<file path="src/rtl/data_mem_arbiter.sv">
// rtl/data_mem_arbiter.sv - core/DMA data memory arbiter with burst limit
// Fixed core priority by default; round-robin when DMEM_ARB_RR_EN is defined.
module data_mem_arbiter #(
    parameter int unsigned MAX_BURST = 4
) (
    input  logic        CLK,
    input  logic        RSTn,
    input  logic        core_req,
    input  logic        core_we,
    input  logic [31:0] core_addr,
    input  logic [31:0] core_wdata,
    output logic        core_gnt,
    output logic        core_rvalid,
    output logic [31:0] core_rdata,
    input  logic        dma_req,
    input  logic        dma_we,
    input  logic [31:0] dma_addr,
    input  logic [31:0] dma_wdata,
    output logic        dma_gnt,
    output logic        dma_rvalid,
    output logic [31:0] dma_rdata,
    output logic [31:0] mem_A,
    output logic [31:0] mem_WD,
    output logic        mem_WE,
    input  logic [31:0] mem_RD
);

`ifdef DMEM_ARB_RR_EN
    localparam logic LP_RR_EN = 1'b1;
`else
    localparam logic LP_RR_EN = 1'b0;
`endif

    typedef enum logic [1:0] {
        IDLE     = 2'd0,
        GNT_CORE = 2'd1,
        GNT_DMA  = 2'd2
    } state_t;

    typedef enum logic {
        LAST_CORE = 1'b0,
        LAST_DMA  = 1'b1
    } last_t;

    state_t      r_state;
    state_t      w_state_next;
    last_t       r_last_grant;
    logic [3:0]  r_burst;
    logic [3:0]  w_burst_inc;
    logic        w_burst_last;
    logic        w_pick_dma;
    logic        w_core_xfer;
    logic        w_dma_xfer;
    logic        r_core_rvalid;
    logic        r_dma_rvalid;
    logic [31:0] r_core_rdata;
    logic [31:0] r_dma_rdata;

    assign core_gnt    = (r_state == GNT_CORE);
    assign dma_gnt     = (r_state == GNT_DMA);
    assign w_core_xfer = core_gnt && core_req;
    assign w_dma_xfer  = dma_gnt && dma_req;

    // Saturate so a long uncontested burst cannot wrap back under the limit.
    assign w_burst_inc  = (r_burst == 4'hF) ? r_burst : r_burst + 4'd1;
    assign w_burst_last = ((32'(r_burst) + 32'd1) >= MAX_BURST);
    assign w_pick_dma   = LP_RR_EN && (r_last_grant == LAST_CORE);

    always_comb begin
        w_state_next = r_state;
        case (r_state)
            IDLE: begin
                if (core_req && dma_req) begin
                    w_state_next = w_pick_dma ? GNT_DMA : GNT_CORE;
                end else if (core_req) begin
                    w_state_next = GNT_CORE;
                end else if (dma_req) begin
                    w_state_next = GNT_DMA;
                end
            end
            GNT_CORE: begin
                if (!core_req) begin
                    w_state_next = dma_req ? GNT_DMA : IDLE;
                end else if (dma_req && LP_RR_EN && w_burst_last) begin
                    w_state_next = GNT_DMA;
                end
            end
            GNT_DMA: begin
                // Without round-robin the core preempts after the current DMA transfer.
                if (!dma_req) begin
                    w_state_next = core_req ? GNT_CORE : IDLE;
                end else if (core_req && (!LP_RR_EN || w_burst_last)) begin
                    w_state_next = GNT_CORE;
                end
            end
            default: w_state_next = IDLE;
        endcase
    end

    always_ff @(posedge CLK or negedge RSTn) begin
        if (!RSTn) begin
            r_state      <= IDLE;
            r_burst      <= 4'd0;
            r_last_grant <= LAST_DMA;
        end else begin
            r_state <= w_state_next;
            if (w_state_next != r_state) begin
                r_burst <= 4'd0;
                if (w_state_next == GNT_CORE) begin
                    r_last_grant <= LAST_CORE;
                end else if (w_state_next == GNT_DMA) begin
                    r_last_grant <= LAST_DMA;
                end
            end else if (w_core_xfer || w_dma_xfer) begin
                r_burst <= w_burst_inc;
            end
        end
    end

    always_ff @(posedge CLK or negedge RSTn) begin
        if (!RSTn) begin
            r_core_rvalid <= 1'b0;
            r_dma_rvalid  <= 1'b0;
            r_core_rdata  <= 32'd0;
            r_dma_rdata   <= 32'd0;
        end else begin
            r_core_rvalid <= w_core_xfer && !core_we;
            r_dma_rvalid  <= w_dma_xfer && !dma_we;
            if (w_core_xfer && !core_we) begin
                r_core_rdata <= mem_RD;
            end
            if (w_dma_xfer && !dma_we) begin
                r_dma_rdata <= mem_RD;
            end
        end
    end

    assign core_rvalid = r_core_rvalid;
    assign dma_rvalid  = r_dma_rvalid;
    assign core_rdata  = r_core_rdata;
    assign dma_rdata   = r_dma_rdata;

    always_comb begin
        mem_A  = 32'd0;
        mem_WD = 32'd0;
        mem_WE = 1'b0;
        case (r_state)
            GNT_CORE: begin
                mem_A  = core_addr;
                mem_WD = core_wdata;
                mem_WE = w_core_xfer && core_we;
            end
            GNT_DMA: begin
                mem_A  = dma_addr;
                mem_WD = dma_wdata;
                mem_WE = w_dma_xfer && dma_we;
            end
            default: begin
                mem_A  = 32'd0;
                mem_WD = 32'd0;
                mem_WE = 1'b0;
            end
        endcase
    end

endmodule

</file>
<file path="config.mk">
export PLATFORM = sky130hd
export DESIGN_NAME = data_mem_arbiter
export DESIGN_NICKNAME = d
export VERILOG_FILES = /design/src/rtl/data_mem_arbiter.sv
export SDC_FILE = /design/constraint.sdc
export NUM_CORES = 1
export LEC_CHECK = 0
export ABC_AREA = 1
export BUFFER_PORTS_ARGS = -buffer_cell sky130_fd_sc_hd__buf_2
export CAP_MARGIN = 20
export CORE_AREA = 2 2 117 119
export CTS_BUF_LIST = sky130_fd_sc_hd__clkbuf_4
export CTS_CLUSTER_DIAMETER = 150
export DETAILED_ROUTE_END_ITERATION = 10
export DIE_AREA = 0 0 119 121
export PLACE_DENSITY = 0.64
export SLEW_MARGIN = 10
export SYNTH_ARGS = -nofsm -noshare
export SYNTH_HDL_FRONTEND = slang
export SYNTH_SLANG_ARGS = --single-unit
</file>
<file path="constraint.sdc">
create_clock -name CLK -period 1.79 [get_ports CLK]
set_input_delay 0.358 -clock CLK [delete_from_list [all_inputs] [get_ports CLK]]
set_output_delay 0.358 -clock CLK [all_outputs]
set_load 0.05 [all_outputs]
</file>
### Word level (Yosys, flattened, before mapping)

Cells that the tools add are included.

| storage, ports and cells | value |
|---|---|
| register bits after elaboration | 68 |
| input port bits | 166 |
| output and inout bits | 133 |
| logic and storage cells | 33 |

| cells by class | value |
|---|---|
| equality and inequality tests | 5 |
| muxes and demuxes | 12 |
| reduce and logical (&&, ||, !) cells | 11 |

Operator list:

| cell | number |
|---|---|
| 32-bit one-hot mux with 2 select lines | 2 |
| 2-bit two-way mux | 7 |
| 1-bit logical AND | 7 |
| 2-bit one-hot mux with 3 select lines | 1 |
| 4-bit inequality test (second input constant) | 1 |
| 3-bit inequality test (second input constant) | 1 |
| 3-bit AND reduction | 1 |
| 2-bit by 1-bit == test with 1-bit output (second input constant) | 1 |
| 2-bit == test (second input constant) | 1 |
| 1-bit logical NOT | 2 |
| 2-bit logical NOT | 1 |
| 2-bit inequality test (second input constant) | 1 |
| 1-bit one-hot mux with 2 select lines | 1 |
| 1-bit two-way mux | 1 |

### Depth between registers and ports, before layout

Gate-level depths: netlist (run 1).

| depth | value |
|---|---|
| depth in word-level cells | 4 |
| gate-level depth with buffers | 9 |
| depth with buffers taken out | 7 |

### Least setup slack after synthesis (run 1)

OpenSTA, ideal clock, no wires.

| path | value |
|---|---|
| path type | register to output |
| start | register r_state[0] |
| end | output mem_A[0] |
| arrival time | 2.347 ns |
| data required time | 1.432 ns |
| slack | -0.915 ns |
| cell stages (with the launch flop) | 8 |
| buffers on the path | 3 |
| cell sequence | dfrtp_1 inv_1 ha_1 buf_2 buf_2 buf_2 nand2_1 a21oi_1 |

| on the way | value |
|---|---|
| longest elaborated chain between the ends | 2 |
| elaborated cells between the ends (all ways) | 3 |
| classes of those cells | eq/ne (2); mux (1) |

RTL lines:

| item | RTL line | RTL |
|---|---|---|
| start: declaration | 45 | `state_t r_state;` |
| start signal: assignment | 106 | `r_state <= w_state_next;` |
| 2-bit == test | - |  |
| via dma_gnt | 19 | `output logic dma_gnt,` |
| 32-bit one-hot mux with 2 select lines | 147 | `case (r_state)` |
| end: declaration | 22 | `output logic [31:0] mem_A,` |

The timed path passes the listed nets, and every way through them passes these cells.

### Worst setup path in the final report (run 1)

| path | value |
|---|---|
| start | register r_state[0] |
| end | output mem_A[20] |

| on the way | value |
|---|---|
| longest elaborated chain between the ends | 2 |
| elaborated cells between the ends (all ways) | 3 |
| classes of those cells | eq/ne (2); mux (1) |

RTL lines:

| item | RTL line |
|---|---|
| 2-bit == test or 2-bit by 1-bit == test with 1-bit output (tied branches) | 147 |
| 32-bit one-hot mux with 2 select lines (*) | 147 |

Every way passes the cells marked *; elsewhere a longest branch is shown, timed or not.

==> flow_summary.yaml, run 1 <==
power_and_ir_drop:
  power.switching_mw: 8.65
  p_seq_share_pct: 17.1
  p_clk_share_pct: 7.7
  switching_share_pct: 57.6
  ir_drop_uv: 1300
  p_int_mw: 6.38
  total_power_mw: 15.0
  power_density_nw_per_um2: 2100
  p_leak_nw: 3.39
  p_comb_share_pct: 75.2
global_routing:
  grt_antenna_before_repair: 0
  grt_pass1_wl_um: 22300
  met2_usage_pct: 33.6
  met1_usage_pct: 23.2
  grt_max_degree: 66
  busiest_layer: "met2"
  grt_pass1_vias: 4450
  grt_util_met3_pct: 5.45
  track_usage_pct: 19.4
  overflow: 0
logic_synthesis:
  synth_top_family_by_area: "simple AND/OR/NAND/NOR gates"
  synthTopCellsByArea: "dfrtp_1 (46%), nand2_1 (20%), a21oi_1 (9.1%)"
  muxShareOfSynthArea_pct: 0
  synth_top_area_share_pct: 46.3
  syn-num-nets: 659
  synth_compound_area_share_pct: 20.4
  synth-simple-area-share_pct: 22.6
  synth_warnings: 0
  syn_inst: 489
  ys_seq_elements: 68
  synth_top_area_cell: "dfrtp_1"
  syn-cell-area_um2: 3670
  ys_types: 19
  synthAdderAreaFrac_pct: 1.36
  yosys.area_share.xor_xnor_pct: 0
  avgSynthCellArea_um2: 7.51
  seq_area_frac_synth_pct: 46.3
route:
  vias_per_cell: 4.39
  wl_um: 14100
  drtIter0Drc: 212
  drtPass1Iterations: 4
  via_count: 4264
  ant_nets: 0
  drc: 0
  wire_per_inst_um: 14.5
sta:
  worst_slack_ns: -0.335
  drv_slew: 0
  finalSetupViolCount: 67
  clock_skew_ns: 0.00619
  fin_crit_ns: 2.12
  max_freq_mhz: 471
  hold_violations: 0
  timing.hold.ws_ns: 0.199
  slew_headroom_pct: 70.8
  rsz0062_at_grt: "yes"
  tightest_slew_ns: 0.438
  timing.final.crit_share_pct: 119
clock_tree:
  cts.sinks: 68
  clockRootBuffer: "clkbuf_4"
  cts_max_level: 3
  cts_buffers: 9
  cts_max_path_buffers: 2
  clk_pin_slew_ns: 0.12
  cts_tree: "yes"
  clk_latency_ns: 0.40
floorplan:
  start_util_pct: 28.1
  core_region_area_um2: 13100
  num_rows: 42
  die_y_um: 121
  ioPinCount: 299
  dieArea_um2: 14400
  die-width_um: 119
cells_and_area:
  final_common_cell: "buf_2"
  fin_cells: 972
  multiInputGateArea_um2: 2430
  nNetsFinal: 961
  drive_gt1_share_pct: 57.3
  layout_common_cells: "buf_2 (231), nand2_1 (185), dfrtp_1 (68)"
  final_cell_area_um2: 7140
  regArea_um2: 1700
  fill_cells: 1206
  diodes: 0
  area_growth_pct: 94.5
critical_path:
  arrival_ns: 1.77
  critPathMaxFanout: 26
  path_class: "flip-flop to output port"
  cp.required_ns: 1.43
  start_kind: "flip-flop"
  endpoint_kind: "output port"
placed_design:
  port_buffers: 298
  place_ws_ns: -0.0904
  dp_hpwl_um: 11100
  dp.cells: 953
  gp_congestion: 0.862
  dpl_cell_area_um2: 6430
job:
  maxCapViolations: 0
status:
  status: "complete, but fails checks"
  violations: "setup timing"
worst_hold_path:
  hold_path.class: "input pin to flip-flop"
-- cell families after synthesis --
kind of cell | after synthesis
compound gates | 132
fa+ha+maj | 4
buf+inv | 75
flops | 68
simple gates | 210
-- critical path, cell delays in order, from the launching register on --
cell,delay (ns)
dfrtp_1,0.42
inv_2,0.11
ha_4,0.20
buf_12,0.18
nand2_1,0.11
a21oi_4,0.17
buf_6,0.17
-- metrics by stage --
step / setup TNS (ns) / utilization [%]
floorplan: -5.70 / -
global placement: -1.21 / 49.2
detailed placement: -2.23 / 49.2
CTS: -22.58 / 54.1
global route: -25.96 / 54.6
finish: -19.23 / 54.6
-- area by class of cell --
type,count,share of cell area (%)
flip-flops and latches,68,23.8
multi-input cells,346,34.1
inverters,39,2.15
clock inverters,7,1.38
clock buffers,9,0.946
repair buffers,327,34.5
well taps,176,3.08
-- power by group through the flow --
stage / combinational, mW / sequential (mW) / clock, mW
after detailed placement: 10.4 / 2.59 / 0
final: 11.3 / 2.58 / 1.15
after global routing: 11.9 / 2.68 / 1.26
after floorplan: 5.75 / 4.98 / 0
after CTS: 11.2 / 2.58 / 1.20
after global placement: 10.3 / 2.59 / 0
-- sequential cells by signal (all words and copies together) (netlist names) --
register     count
core_rdata      32
core_rvalid      1
r_state          2
dma_rvalid       1
dma_rdata       32
-- metal layers --
metal	vias to the layer above	routed length, µm
li1	2152	-
met1	1911	5700
met2	184	6940
met3	17	1120
met4	0	318
met5	-	0
-- cells in the mapped netlist --
cell type,n
nand2_1,191
dfrtp_1,68
a21oi_1,67
inv_1,39
o21ai_0,32
o21ai_2,23
clkbuf_1,15
buf_2,13
nand2_2,10
o21ai_1,9
buf_6,6
nand3_1,5
ha_1,4
buf_1,2
nand3b_1,1
nor2_1,1
o21bai_1,1
or2_1,1
or2_2,1
-- repair_timing --
| action | 4_1_cts | 5_1_grt |
|---|---|---|
| setup endpoints to repair | 77 | 95 |
| pin swaps | 4 | 0 |
| hold buffers | 1 | 0 |
| gates resized for setup | 139 | 12 |
| hold endpoints to repair | 14 | 0 |
| cloned | 0 | 1 |
| buffers inserted | 1 | 0 |
-- worst paths after layout --
check,start,end,slack [ns],depth (start not counted)
worst max register to register,r_state[0],dma_rdata[2],0.10,8
worst min-delay path,mem_RD[26],dma_rdata[26],0.20,3
worst min register to register,dma_rdata[21],dma_rdata[21],0.49,2
worst max-delay path,r_state[0],mem_A[20],-0.33,6
max in group asynchronous,RSTn,dma_rdata[2],0.85,3
min in group asynchronous,RSTn,dma_rdata[15],0.42,2
Power figures use the tool's default switching activity.
==> run 2, diff against run 1 <==
Settings changed: CORE_AREA 2 2 117 119 to not set, CORE_ASPECT_RATIO set to 0.8, CORE_MARGIN set to 2, CORE_UTILIZATION set to 30, DIE_AREA 0 0 119 121 to not set, PLACE_DENSITY 0.64 to 0.68.
==> run 2 against run 1 <==
  * The flow still finishes with violations (setup timing)
  * Utilization grew 5.1 points
  * Fmax is essentially flat
  * First-iteration DRC count rose by 9.0%
  * Non-clock buffer count up 4
  * Clock skew up 0.011 ns
  * Wire length grew 1.8%
  * Critical path depth up 1
  * Sequential share of layout area decreased by 0.22 points
  * Worst hold slack got worse by 0.00088 ns
  * Critical path type unchanged
  * Largest power group unchanged
==> flow_summary.yaml, run 2 (synthesis gave the netlist of run 1 again) <==
sta:
  drv_slew: 0
  hold_violations: 0
  clock_skew_ns: 0.0176
  timing.final.crit_share_pct: 119
  finalSetupViolCount: 67
  worst_slack_ns: -0.333
  rsz0062_at_grt: "yes"
  setup_tns_ns: -18.70
  tightest_slew_ns: 0.535
  slew_headroom_pct: 64.4
  max_freq_mhz: 471
  fin_crit_ns: 2.12
clock_tree:
  clk_pin_slew_ns: 0.12
  clk_latency_ns: 0.40
  clockRootBuffer: "clkbuf_4"
  cts.sinks: 68
  cts_buffers: 9
  cts_max_level: 3
  cts_max_path_buffers: 2
  cts_tree: "yes"
route:
  vias_per_cell: 4.59
  wire_per_inst_um: 15.0
  ant_nets: 0
  drtPass1Iterations: 4
  wl_um: 14300
  via_count: 4372
  drc: 0
  drtIter0Drc: 231
global_routing:
  grt_pass1_wl_um: 21700
  track_usage_pct: 20.8
  grt_max_degree: 66
  grt_pass1_vias: 4307
  grt_antenna_before_repair: 0
  overflow: 0
status:
  violations: "setup timing"
  status: "complete, but fails checks"
floorplan:
  dieArea_um2: 13100
  ioPinCount: 299
  start_util_pct: 30.4
  core_region_area_um2: 12100
  num_rows: 36
  die_y_um: 103
  die-width_um: 128
cells_and_area:
  final_cell_area_um2: 7210
  final_common_cell: "buf_2"
  area_growth_pct: 96.3
  diodes: 0
  nNetsFinal: 966
  fill_cells: 1050
  drive_gt1_share_pct: 60.9
  fin_cells: 953
  layout_common_cells: "buf_2 (231), nand2_1 (154), dfrtp_1 (68)"
power_and_ir_drop:
  p_leak_nw: 3.45
  ir_drop_uv: 1370
  power_density_nw_per_um2: 2110
critical_path:
  path_delay_family: "buffers and inverters"
  cp.required_ns: 1.43
  endpoint_kind: "output port"
  cp_num_buf_inv: 4
  critPathMaxFanout: 8
  start_kind: "flip-flop"
  crit_top_cell: "buf_12"
  path_cells: "inv_2 -> ha_4 -> buf_12 -> buf_12 -> nand2_2 -> a21oi_4 -> buf_6"
  path_class: "flip-flop to output port"
  arrival_ns: 1.77
  cpPeakStageDelay_ns: 0.40
  critPathSlowestCell: "dfrtp_1"
worst_hold_path:
  hold_path.class: "input pin to flip-flop"
placed_design:
  port_buffers: 298
  dp.cells: 929
  dp_hpwl_um: 10700
  gp_congestion: 0.812
  dpl_cell_area_um2: 6330
job:
  maxCapViolations: 0
==> run 2: per-stage QoR <==
stage | hold WS, ns | power (mW) | utilization, % | worst slack, ns
detailed placement | 0.364 | 13.0 | 52.4 | -0.0275
floorplan | 0.0624 | 10.7 | - | -0.124
global route | 0.168 | 16.0 | 59.7 | -0.455
global placement | 0.360 | 12.9 | 52.4 | -0.0147
CTS | 0.158 | 15.3 | 59.4 | -0.383
finish | 0.198 | 15.2 | 59.7 | -0.333
==> run 2: cell type report <==
| class | instances | area, µm² | area share, % |
|---|---|---|---|
| multi-input cells | 346 | 2530 | 35.1 |
| repair buffers | 331 | 2490 | 34.6 |
| flip-flops and latches | 68 | 1700 | 23.6 |
| well taps | 152 | 190 | 2.64 |
| inverters | 39 | 154 | 2.14 |
| clock buffers | 9 | 67.6 | 0.938 |
| clock inverters | 7 | 66.3 | 0.920 |
| repair inverters | 1 | 6.26 | 0.0868 |
==> run 2: worst paths after layout <==
path	from	to	slack (ns)	cells past startpoint
worst max-delay path	r_state[0]	mem_A[16]	-0.33	7
worst min-delay path	mem_RD[30]	dma_rdata[30]	0.20	3
worst max register to register	r_state[0]	dma_rdata[17]	0.02	9
worst min register to register	dma_rdata[1]	dma_rdata[1]	0.49	2
max in group asynchronous	RSTn	core_rdata[26]	0.77	3
min in group asynchronous	RSTn	core_rdata[14]	0.47	2
==> run 2: what timing repair did <==
item	CTS	global route
cloned	3	0
hold buffers	1	0
gates resized for setup	189	16
pin swaps	12	5
setup endpoints to repair	67	100
endpoints found under the hold margin	19	0
setup buffers	5	1
==> run 2: layer usage <==
layer  track usage [%]  vias to the layer above  routed length (µm)
li1                  -                     2160                   -
met1              27.0                     2029                6040
met2              34.5                      171                7040
met3              5.19                       12                1060
met4              6.59                        0                 186
met5                 0                        -                   0
==> run 2: worst reg2reg max path, delay by kind of cell, from the launching register on <==
family                   cells  cell delay, ns
AO/OA/AOI/OAI                1            0.05
adder cells (fa/ha/maj)      1            0.22
buffers and inverters        4            0.59
flip-flops                   1            0.40
AND/OR/NAND/NOR              3            0.42
==> run 2: report_power, final <==
part	switching (mW)	internal, mW
Clock	0.546	0.419
Combinational	7.85	3.79
Sequential	0.373	2.22
Total	8.77	6.43
==> run 3, diff against run 2 <==
Settings changed: PLACE_DENSITY 0.68 to 0.73.
==> run 3 against run 2 <==
  * Clock skew grew 0.0013 ns
  * Die area is the same
  * Sequential power is essentially flat
  * Sequential share of layout area shrank 0.57 points
  * Setup slack lost 0.041 ns
  * Largest power group unchanged
  * Worst hold slack gained 0.0054 ns
  * First-iteration DRC count shrank 40%
  * Design area grew 2.5%
  * Count of clock-buffer cells in the layout is the same
  * Flip-flop and latch count is the same
  * Combinational power grew 5%
  * Wire length grew 8.7%
  * The run still ends with setup timing left
==> flow_summary.yaml, run 3 (synthesis gave the netlist of run 1 again) <==
status:
  status: "complete, but fails checks"
  violations: "setup timing"
route:
  drc: 0
  vias_per_cell: 4.64
  wire_per_inst_um: 16.3
  drtPass1Iterations: 5
  drtIter0Drc: 139
  via_count: 4443
  wl_um: 15600
  ant_nets: 0
global_routing:
  track_usage_pct: 21.1
  grt_antenna_before_repair: 0
  grt_pass1_wl_um: 21900
  grt_pass1_vias: 4328
  overflow: 0
  grt_max_degree: 69
placed_design:
  dpl_cell_area_um2: 6260
  port_buffers: 298
  dp_hpwl_um: 10400
  gp_congestion: 0.851
  dp.cells: 924
cells_and_area:
  area_growth_pct: 101
  multiInputGateArea_um2: 2520
  fin_cells: 957
  drive_gt1_share_pct: 61.5
  layout_common_cells: "buf_2 (231), nand2_1 (152), dfrtp_1 (68)"
  final_common_cell: "buf_2"
  diodes: 0
  final_cell_area_um2: 7380
  regArea_um2: 1700
  nNetsFinal: 970
  fill_cells: 993
critical_path:
  critPathSlowestCell: "dfrtp_1"
  critPathMaxFanout: 5
  cp_num_buf_inv: 5
  cp.required_ns: 1.43
  endpoint_kind: "output port"
  path_delay_family: "buffers and inverters"
  start_kind: "flip-flop"
  cpPeakStageDelay_ns: 0.41
  path_class: "flip-flop to output port"
  rrSetupSlack_ns: -0.07
  path_cells: "inv_2 -> ha_4 -> buf_12 -> buf_6 -> buf_16 -> nand2_2 -> a21oi_4 -> buf_8"
  arrival_ns: 1.81
clock_tree:
  clockRootBuffer: "clkbuf_4"
  clk_latency_ns: 0.40
  clk_pin_slew_ns: 0.13
  cts_max_level: 3
  cts_buffers: 9
  cts_tree: "yes"
  cts.sinks: 68
  cts_max_path_buffers: 2
sta:
  worst_slack_ns: -0.374
  tightest_slew_ns: 0.359
  fin_crit_ns: 2.16
  clock_skew_ns: 0.0189
  slew_headroom_pct: 76.1
  finalSetupViolCount: 99
  timing.final.crit_share_pct: 121
  hold_violations: 0
  rsz0062_at_grt: "yes"
  drv_slew: 0
  max_freq_mhz: 462
power_and_ir_drop:
  total_power_mw: 15.7
  ir_drop_uv: 1360
  p_leak_nw: 3.53
  power_density_nw_per_um2: 2130
worst_hold_path:
  hold_path.class: "input pin to flip-flop"
floorplan:
  ioPinCount: 299
  start_util_pct: 30.4
  die_y_um: 103
  num_rows: 36
  die-width_um: 128
  core_region_area_um2: 12100
  dieArea_um2: 13100
job:
  maxCapViolations: 0
-- run 3: layout make-up --
class / instances / area share [%]
multi-input combinational: 346 / 34.1
inverter: 39 / 2.08
timing repair buffer: 336 / 36.4
clock inverter: 7 / 0.898
sequential: 68 / 23.0
tap: 152 / 2.58
clock buffer: 9 / 0.915
-- run 3: what timing repair did --
| action | CTS | global route |
|---|---|---|
| resized for setup | 177 | 38 |
| pin swaps | 3 | 6 |
| cloned | 5 | 5 |
| hold endpoints to repair | 68 | 0 |
| hold buffers | 1 | 0 |
| buffers inserted | 4 | 3 |
| setup endpoints to repair | 67 | 97 |
-- run 3: metrics by stage --
| step | hold WS (ns) | TNS [ns] | setup slack [ns] | util, % |
|---|---|---|---|---|
| after floorplan | 0.0624 | -5.70 | -0.124 | - |
| after global placement | 0.410 | 0 | 0.0139 | 51.8 |
| after detailed placement | 0.414 | -0.140 | -0.0211 | 51.8 |
| after CTS | 0.177 | -23.70 | -0.395 | 59.1 |
| after global routing | 0.179 | -33.45 | -0.473 | 61.2 |
| final | 0.203 | -23.38 | -0.374 | 61.2 |
-- run 3: layer usage --
| layer | GRT usage [%] | vias up | share of wire (%) |
|---|---|---|---|
| met5 | 0 | - | 0 |
| met4 | 8.28 | 0 | 2.5 |
| met3 | 5.55 | 30 | 7.4 |
| met2 | 38.1 | 179 | 51 |
| met1 | 24.3 | 2060 | 39 |
| li1 | - | 2174 | - |
-- run 3: worst paths after layout --
| check | start | end | depth (start not counted) |
|---|---|---|---|
| max | r_state[1] | mem_WD[23] | 8 |
| min | mem_RD[13] | dma_rdata[13] | 3 |
| max reg2reg | r_state[1] | dma_rdata[18] | 9 |
| min reg2reg | core_rdata[30] | core_rdata[30] | 2 |
| max in group asynchronous | RSTn | r_state[0] | 3 |
| min in group asynchronous | RSTn | dma_rdata[9] | 3 |
-- run 3: power by group --
group	leakage [nW]	switching, mW	internal (mW)
sequential	0.853	0.379	2.22
clock	0.0674	0.555	0.419
combinational	2.61	8.00	4.18
total	3.53	8.93	6.81
-- run 3: worst reg2reg max path, delay by kind of cell (launching register included) --
family,cells,cell delay [ns]
buffers and inverters,4,0.63
AND/OR/NAND/NOR,3,0.47
flip-flops,1,0.39
adder cells (fa/ha/maj),1,0.24
AO/OA/AOI/OAI,1,0.05
